### config.mk
export PLATFORM = sky130hd
export DESIGN_NAME = hit_detect
export DESIGN_NICKNAME = d
export VERILOG_FILES = /design/src/rtl/hit_detect.sv
export SDC_FILE = /design/constraint.sdc
export NUM_CORES = 1
export LEC_CHECK = 0
export CAP_MARGIN = 20
export CELL_PAD_IN_SITES_DETAIL_PLACEMENT = 0
export CELL_PAD_IN_SITES_GLOBAL_PLACEMENT = 1
export CORE_MARGIN = 1.5
export CORE_UTILIZATION = 35
export CTS_CLUSTER_DIAMETER = 120
export DETAILED_ROUTE_END_ITERATION = 8
export PLACE_DENSITY = 0.85
export SYNTH_ARGS = -nofsm -noshare
export SYNTH_HDL_FRONTEND = slang
export SYNTH_SLANG_ARGS = --single-unit
export TNS_END_PERCENT = 10
### constraint.sdc
create_clock -name clk -period 3.9 [get_ports clk]
set_clock_uncertainty 0.1 [all_clocks]
set_input_delay 0.39 -clock clk [delete_from_list [all_inputs] [get_ports clk]]
set_output_delay 0.39 -clock clk [all_outputs]
set_load 0.01 [all_outputs]
### src/rtl/hit_detect.sv
// Per-frame hit resolver for a two-player arena: range test, one connection per
// attack, guard/block handling and per-player hitstun counters.
module hit_detect #(
  parameter int X_W            = 10,
  parameter int BODY_W         = 32,
  parameter int REACH          = 40,
  parameter int HITSTUN_FRAMES = 20
) (
  input  logic           clk,
  input  logic           reset,
  input  logic           frame_tick,
  input  logic           freeze,
  input  logic [X_W-1:0] pos1_x,
  input  logic [X_W-1:0] pos2_x,
  input  logic           attack1_active,
  input  logic           attack2_active,
  input  logic           guard1,
  input  logic           guard2,
  output logic           hit1_lands,
  output logic           hit2_lands,
  output logic           blocked1,
  output logic           blocked2,
  output logic           stun1,
  output logic           stun2
);

  localparam int G_W = X_W + 2;
  localparam logic signed [G_W-1:0] L_BODY  = G_W'(BODY_W);
  localparam logic signed [G_W-1:0] L_REACH = G_W'(REACH);
  localparam logic [7:0]            L_STUN  = 8'(HITSTUN_FRAMES);

  logic             r_conn1, r_conn2;
  logic [7:0]       r_stun_cnt1, r_stun_cnt2;
  logic             r_hit1, r_hit2, r_blk1, r_blk2;

  logic signed [G_W-1:0] w_gap;
  logic                  w_in_range;
  logic                  w_cand1, w_cand2;
  logic                  w_load1, w_load2;

  // Zero-extend both positions so the difference goes negative when bodies overlap.
  assign w_gap      = $signed({2'b00, pos2_x}) - $signed({2'b00, pos1_x}) - L_BODY;
  assign w_in_range = (w_gap < L_REACH);

  // Both candidates look only at pre-update state, so a trade resolves symmetrically.
  assign w_cand1 = frame_tick & ~freeze & w_in_range & attack1_active & ~r_conn1 &
                   (r_stun_cnt1 == 8'd0) & (r_stun_cnt2 == 8'd0);
  assign w_cand2 = frame_tick & ~freeze & w_in_range & attack2_active & ~r_conn2 &
                   (r_stun_cnt1 == 8'd0) & (r_stun_cnt2 == 8'd0);

  // w_load1 stuns P1 (P2 landed), w_load2 stuns P2 (P1 landed).
  assign w_load1 = w_cand2 & ~guard1;
  assign w_load2 = w_cand1 & ~guard2;

  always_ff @(posedge clk) begin
    if (!reset) begin
      r_conn1     <= 1'b0;
      r_conn2     <= 1'b0;
      r_stun_cnt1 <= 8'd0;
      r_stun_cnt2 <= 8'd0;
      r_hit1      <= 1'b0;
      r_hit2      <= 1'b0;
      r_blk1      <= 1'b0;
      r_blk2      <= 1'b0;
    end else begin
      // NOTE: non-blocking assignments so every register here sees the same pre-edge state.
      r_hit1 <= w_load2;
      r_hit2 <= w_load1;
      r_blk1 <= w_cand1 & guard2;
      r_blk2 <= w_cand2 & guard1;

      if (!attack1_active)  r_conn1 <= 1'b0;
      else if (w_cand1)     r_conn1 <= 1'b1;

      if (!attack2_active)  r_conn2 <= 1'b0;
      else if (w_cand2)     r_conn2 <= 1'b1;

      if (w_load1)                                r_stun_cnt1 <= L_STUN;
      else if (frame_tick && r_stun_cnt1 != 8'd0) r_stun_cnt1 <= r_stun_cnt1 - 8'd1;

      if (w_load2)                                r_stun_cnt2 <= L_STUN;
      else if (frame_tick && r_stun_cnt2 != 8'd0) r_stun_cnt2 <= r_stun_cnt2 - 8'd1;
    end
  end

  assign hit1_lands = r_hit1;
  assign hit2_lands = r_hit2;
  assign blocked1   = r_blk1;
  assign blocked2   = r_blk2;
  assign stun1      = (r_stun_cnt1 != 8'd0);
  assign stun2      = (r_stun_cnt2 != 8'd0);

endmodule

After elaboration in Yosys (flattened, before gate mapping)
Cells that the tools add are included.
{"block": "classes", "n_mux": 4, "n_addsub": 4, "reduce_logical": 12, "bitwise_logic": 20, "magnitude_cmp": 1}
{"cell": "$mux 5", "count": 4}
{"cell": "$logic_not 8->1", "count": 2}
{"cell": "$reduce_bool 8->1", "count": 2}
{"cell": "$sub 8x1->8 const B", "count": 2}
{"cell": "$and 1x1->1", "count": 14}
{"cell": "$lt 12x7->1 const B", "count": 1}
{"cell": "$sub 11x7->12 const B", "count": 1}
{"cell": "$sub 10x10->11", "count": 1}
{"cell": "$not 1->1", "count": 6}
{"cell": "$reduce_and 2->1", "count": 2}
{"cell": "$reduce_bool 2->1", "count": 2}
{"cell": "$reduce_or 2->1", "count": 2}
{"cell": "$logic_and 1x1->1", "count": 2}
{"block": "totals", "input_bits": 28, "word_cells": 51, "reg_bits": 22, "output_inout_bits": 6}

Depth between registers and ports, before layout
Gate-level depths: netlist of the first run.
{"block": "logic_depth", "ltp_word": 10, "mapped_depth": 15, "depth_no_buf": 14}

Worst setup path after synthesis of the first run
Ideal clock, no wire load.
{"block": "synth_path", "path_type": "input-to-reg", "from": "in pos1_x[2]", "to": "reg r_conn2", "t_required_ns": 3.713, "arrival_ns": 2.864, "path_slack_ns": 0.849, "setup_ns": 0.087, "path_stages": 15, "path_buffers": 1, "path_cell_list": "inv_1 -> ha_1 -> a21o_1 -> a31oi_1 -> o21ai_1 -> a21oi_1 -> xor2_1 -> ha_1 -> nand3_1 -> o32a_1 -> o211ai_1 -> a31oi_1 -> o21a_1 -> buf_2 -> o31ai_1"}
{"block": "synth_between", "elab_chain_len": 8}
{"element": "from (decl)", "line_no": "13", "text": "input logic [X_W-1:0] pos1_x,"}
{"element": "$sub 10x10->11", "line_no": "42", "text": "assign w_gap = $signed({2'b00, pos2_x}) - $signed({2'b00, pos1_x}) - L_BODY;"}
{"element": "$sub 11x7->12", "line_no": "42"}
{"element": "$lt 12x7->1", "line_no": "43", "text": "assign w_in_range = (w_gap < L_REACH);"}
{"element": "$and 1x1->1 (4 in a row)", "line_no": "48", "text": "assign w_cand2 = frame_tick & ~freeze & w_in_range & attack2_active & ~r_conn2 &"}
{"element": "$and 1x1->1", "line_no": "49", "text": "(r_stun_cnt1 == 8'd0) & (r_stun_cnt2 == 8'd0);"}
{"element": "to (signal assigned)", "line_no": "58", "text": "r_conn2 <= 1'b0;"}
{"element": "to (signal assigned)", "line_no": "75", "text": "if (!attack2_active) r_conn2 <= 1'b0;"}
{"element": "to (signal assigned)", "line_no": "76", "text": "else if (w_cand2) r_conn2 <= 1'b1;"}
{"element": "to (decl)", "line_no": "32", "text": "logic r_conn1, r_conn2;"}
No other way between the ends.
A chain may end at the register's enable or synchronous reset.

Final worst setup path of the first run
{"block": "layout_path", "from": "in pos1_x[2]", "to": "reg r_stun_cnt2[0]"}
{"block": "layout_between", "elab_chain_len": 10}
{"element": "$sub 10x10->11", "line_no": "42"}
{"element": "$sub 11x7->12", "line_no": "42"}
{"element": "$lt 12x7->1", "line_no": "43"}
{"element": "$and 1x1->1 (4 in a row)", "line_no": "46", "text": "assign w_cand1 = frame_tick & ~freeze & w_in_range & attack1_active & ~r_conn1 &"}
{"element": "$and 1x1->1", "line_no": "47", "text": "(r_stun_cnt1 == 8'd0) & (r_stun_cnt2 == 8'd0);"}
{"element": "$and 1x1->1", "line_no": "53", "text": "assign w_load2 = w_cand1 & ~guard2;"}
{"element": "$reduce_or 2->1 (no source line)"}
{"element": "to (signal assigned)", "line_no": "82", "text": "else if (frame_tick && r_stun_cnt2 != 8'd0) r_stun_cnt2 <= r_stun_cnt2 - 8'd1;"}
{"element": "to (decl)", "line_no": "33", "text": "logic [7:0] r_stun_cnt1, r_stun_cnt2;"}
No other way between the ends.

==> results of run 1 <==
==> worst register-to-register path: stages, from the launching register on <==
cell	delay (ns)
dfxtp_1	0.36
or4_4	0.57
nor2_4	0.13
nand3b_4	0.10
or4_4	0.51
or3b_4	0.42
nand2b_4	0.18
o211a_1	0.20
==> metrics by stage <==
stage | cell area [µm²] | hold WS [ns] | setup slack, ns
2_1_floorplan | 1521 | 0.3335 | 0.8486
3_3_place_gp | 1902 | 0.3467 | 0.3020
3_5_place_dp | 1902 | 0.3557 | 0.2626
4_1_cts | 1973 | 0.3669 | 0.5529
5_1_grt | 1973 | 0.4056 | 0.2328
6_report | 1973 | 0.3621 | 0.5430
==> flip-flops by register name, summed over array words and instances, names as in the netlist <==
| register | count |
|---|---|
| r_conn1 | 1 |
| r_stun_cnt1 | 8 |
| r_stun_cnt2 | 8 |
| hit2_lands | 1 |
| r_conn2 | 1 |
| blocked2 | 1 |
| blocked1 | 1 |
| hit1_lands | 1 |
==> power breakdown <==
part | switching, mW | internal (mW) | leakage [nW]
sequential | 0.0616 | 0.293 | 0.180
combinational | 0.319 | 0.316 | 0.612
clock | 0.0747 | 0.137 | 0.0357
total | 0.456 | 0.746 | 0.827
==> placed cells by master (no fill, tap or decap), drive strengths merged, types with 4 or more instances in the layout <==
| master | n |
|---|---|
| nor4 | 5 |
| clkdlybuf4s50 | 33 |
| o211a | 4 |
| nor2 | 9 |
| a21oi | 9 |
| xnor2 | 13 |
| o21ai | 11 |
| xor2 | 5 |
| o31ai | 6 |
| or3 | 4 |
| nor3 | 8 |
| dfxtp | 22 |
| ha | 12 |
| nand3 | 8 |
| nand2 | 19 |
| inv | 18 |
==> per-layer routing <==
metal / vias to the layer above / global-route usage, % / wire [µm]
li1: 719 / - / -
met1: 605 / 19.73 / 1542
met2: 18 / 23.08 / 1286
met3: 3 / 3.734 / 103
met4: 0 / 2.941 / 16
met5: - / 0 / 0
==> cell families after synthesis <==
kind of cell / count (synthesis) / synth area share [%]
buffers and inverters: 24 / 6.002
AO/OA/AOI/OAI: 40 / 18.50
adder cells (fa/ha/maj): 12 / 9.868
AND/OR/NAND/NOR: 69 / 26.32
XOR/XNOR: 18 / 10.36
flip-flops: 22 / 28.95
==> worst max-delay path by stage <==
stage | to | slack (ns)
3_5_place_dp | r_stun_cnt2[0] | 0.26
6_report | r_stun_cnt2[0] | 0.54
2_1_floorplan | r_conn2 | 0.85
5_1_grt | r_conn2 | 0.23
3_3_place_gp | blocked1 | 0.30
4_1_cts | r_stun_cnt2[0] | 0.55
==> cells in the mapped netlist (all sizes together) <==
cell type,instances,area (µm²)
nor3,8,45.04
o31a,1,8.760
o211a,4,40.04
nand2,19,73.82
nand2b,2,20.02
or3,4,25.02
ha,12,150.1
a21oi,9,45.04
clkinv,1,3.750
buf,2,8.750
o21ai,11,55.05
clkbuf,3,11.26
and2,2,12.52
a31oi,2,12.51
nand4,3,18.77
or3b,3,28.78
a21o,1,7.510
nor4,5,31.28
nand3,8,40.04
nor2b,1,6.260
nand4b,1,8.760
inv,18,67.56
nand3b,1,20.02
dfxtp,22,440.4
and3,1,6.260
or4,2,22.52
nor2,9,41.29
o211ai,2,15.01
o31ai,6,65.06
o32a,1,10.01
xor2,5,43.79
o21a,3,22.52
xnor2,13,113.9
==> layout make-up <==
| type | instances | area (µm²) | area share, % |
|---|---|---|---|
| repair buffers | 34 | 337.8 | 17.12 |
| inverters | 19 | 71.32 | 3.614 |
| flip-flops and latches | 22 | 440.4 | 22.32 |
| multi-input cells | 139 | 989.7 | 50.16 |
| well taps | 50 | 62.56 | 3.171 |
| clock inverters | 1 | 30.03 | 1.522 |
| clock buffers | 3 | 41.29 | 2.093 |
==> results by group, run 1 <==
Status
  • Run status: complete, no violations

Route
  • Wirelength, routed: 2948 µm
  • Vias: 1345
  • # DRC: 0
  • Detailed-route vias per instance: 5.019
  • WL/cell: between 10 and 15 µm
  • Initial DRT Pass Iterations: 4
  • Iter 0 DRT Violations: 73
  • Final antenna-violating net count: 0

Cells and area
  • Antenna cell count: 0
  • Layout Nets: 259
  • Layout cells sized above 1: 8.257%
  • Layout area overhead: 29.69%
  • Final Core Density: just under 50%
  • Post-Layout Cell Count: approximately 270
  • FILL cells: between 400 and 500

Timing
  • Fin crit period: around 3.4 ns
  • Setup violators final: 0
  • Fin Setup TNS: 0 ns
  • Tcrit/Tclk final: 86.08%
  • Slew Viols, Final: 0
  • Fmax: 297.9 MHz
  • Final-report hold violation count: 0
  • RSZ-0062 raised after global routing: false
  • Slew HR: between 60% and 70%
  • Worst Max-Slew Pin Slew: ~0.57 ns

Die
  • Initial Utilization: 37.23%
  • Die width: slightly below 70 µm
  • Die height: 68.93 µm
  • Rows: 23
  • Die area: 4751 µm²
  • Core ar.: 4086 µm²
  • Ports: 34

Worst setup path
  • Reg2reg setup slack: ~1.2 ns
  • Crit Reg-Reg Startpoint: r_stun_cnt1[2]
  • Critical Path RT: between 3 and 4 ns
  • Critical path's largest stage delay: between 0.4 and 0.5 ns
  • Critical Path Sink Type: flop
  • CP startpoint: pos1_x[2]
  • Critical setup path kind: in2reg
  • CP bufs+invs: 2
  • Crit path max-delay family: compound AO/OA/AOI/OAI gates
  • Crit-path cells: clkdlybuf4s50_1, inv_1, ha_1, a21o_1, a31oi_1, o21ai_1, a21oi_1, xor2_1, ha_1, nand3_1, o32a_1, o211ai_1, a31oi_1, o21a_1, o211a_1
  • Setup crit start kind: input port
  • CP Data Arrival Time: about 3.4 ns
  • Worst R2R Path Depth: 7
  • Worst reg2reg path endpoint: r_stun_cnt1[0]
  • Critical path depth: 15
  • CP max-delay cell: clkdlybuf4s50_1
  • Worst-path fanout max: 14

Global route
  • Global route total overflow: 0
  • Initial antenna violation count: 0
  • Vias in the first global route: 1239
  • First-pass GRT wire length: 5264 µm
  • Largest net degree at the start of global routing: 16
  • GRT Overall Usage: 14.48%

Yosys
  • Sequential area share after synthesis: approximately 29%
  • Synth warn: 0
  • Syn Inst Count: 185
  • Mean post-synth cell area: slightly above 8 µm²
  • Mapped cell area: around 1500 µm²
  • Synth cell types: 43
  • Syn Nets: 225
  • Flops & latches, synth: 22

Clocking
  • CTS Buf Count: 3
  • Postcts setup bufs: 0
  • TritonCTS Sinks: 22
  • CTS tree: done
  • Root buffer cell: clkbuf_8
  • Post_cts resized: 0
  • Maximum clock path buffer count: 2
  • Deepest level of the CTS H-tree: 1
  • CTS Hold Buffers Added: 0
  • CTS clk-pin slew, worst paths: 0.08 ns
  • Worst skew pair latency: 0.27 ns

Worst hold path
  • Hold Path Stages: 2
  • Hold Crit Start: r_conn1
  • Worst Hold Class: reg2reg
  • Hold endpoint: r_conn1

Pwr
  • Worst VDD drop: 0.1991 mV
  • Tot Pwr: around 1.2 mW
  • Lkg Pwr: 0.8272 nW
  • Power density cells: 609.1 nW/µm²

Placement
  • Input/output buffers: 33
  • Cells after DPL: approximately 260
  • GPL Wtd Cong: roughly 0.75
  • Post-detail-place hpwl: between 2000 and 2500 µm

Run
  • Number of max-cap violations: 0
Power figures use the tool's default switching activity.
==> inputs of run 2 (changes only) <==
--- a/config.mk
+++ b/config.mk
@@ -5,12 +5,12 @@
 export SDC_FILE = /design/constraint.sdc
 export NUM_CORES = 1
 export LEC_CHECK = 0
-export CAP_MARGIN = 20
+export CAP_MARGIN = 40
 export CELL_PAD_IN_SITES_DETAIL_PLACEMENT = 0
 export CELL_PAD_IN_SITES_GLOBAL_PLACEMENT = 1
 export CORE_MARGIN = 1.5
 export CORE_UTILIZATION = 35
-export CTS_CLUSTER_DIAMETER = 120
+export CTS_CLUSTER_DIAMETER = 40
 export DETAILED_ROUTE_END_ITERATION = 8
 export PLACE_DENSITY = 0.85
 export SYNTH_ARGS = -nofsm -noshare
==> results of run 2 <==
The final DEF is identical to that of run 1; final timing and power are the same.
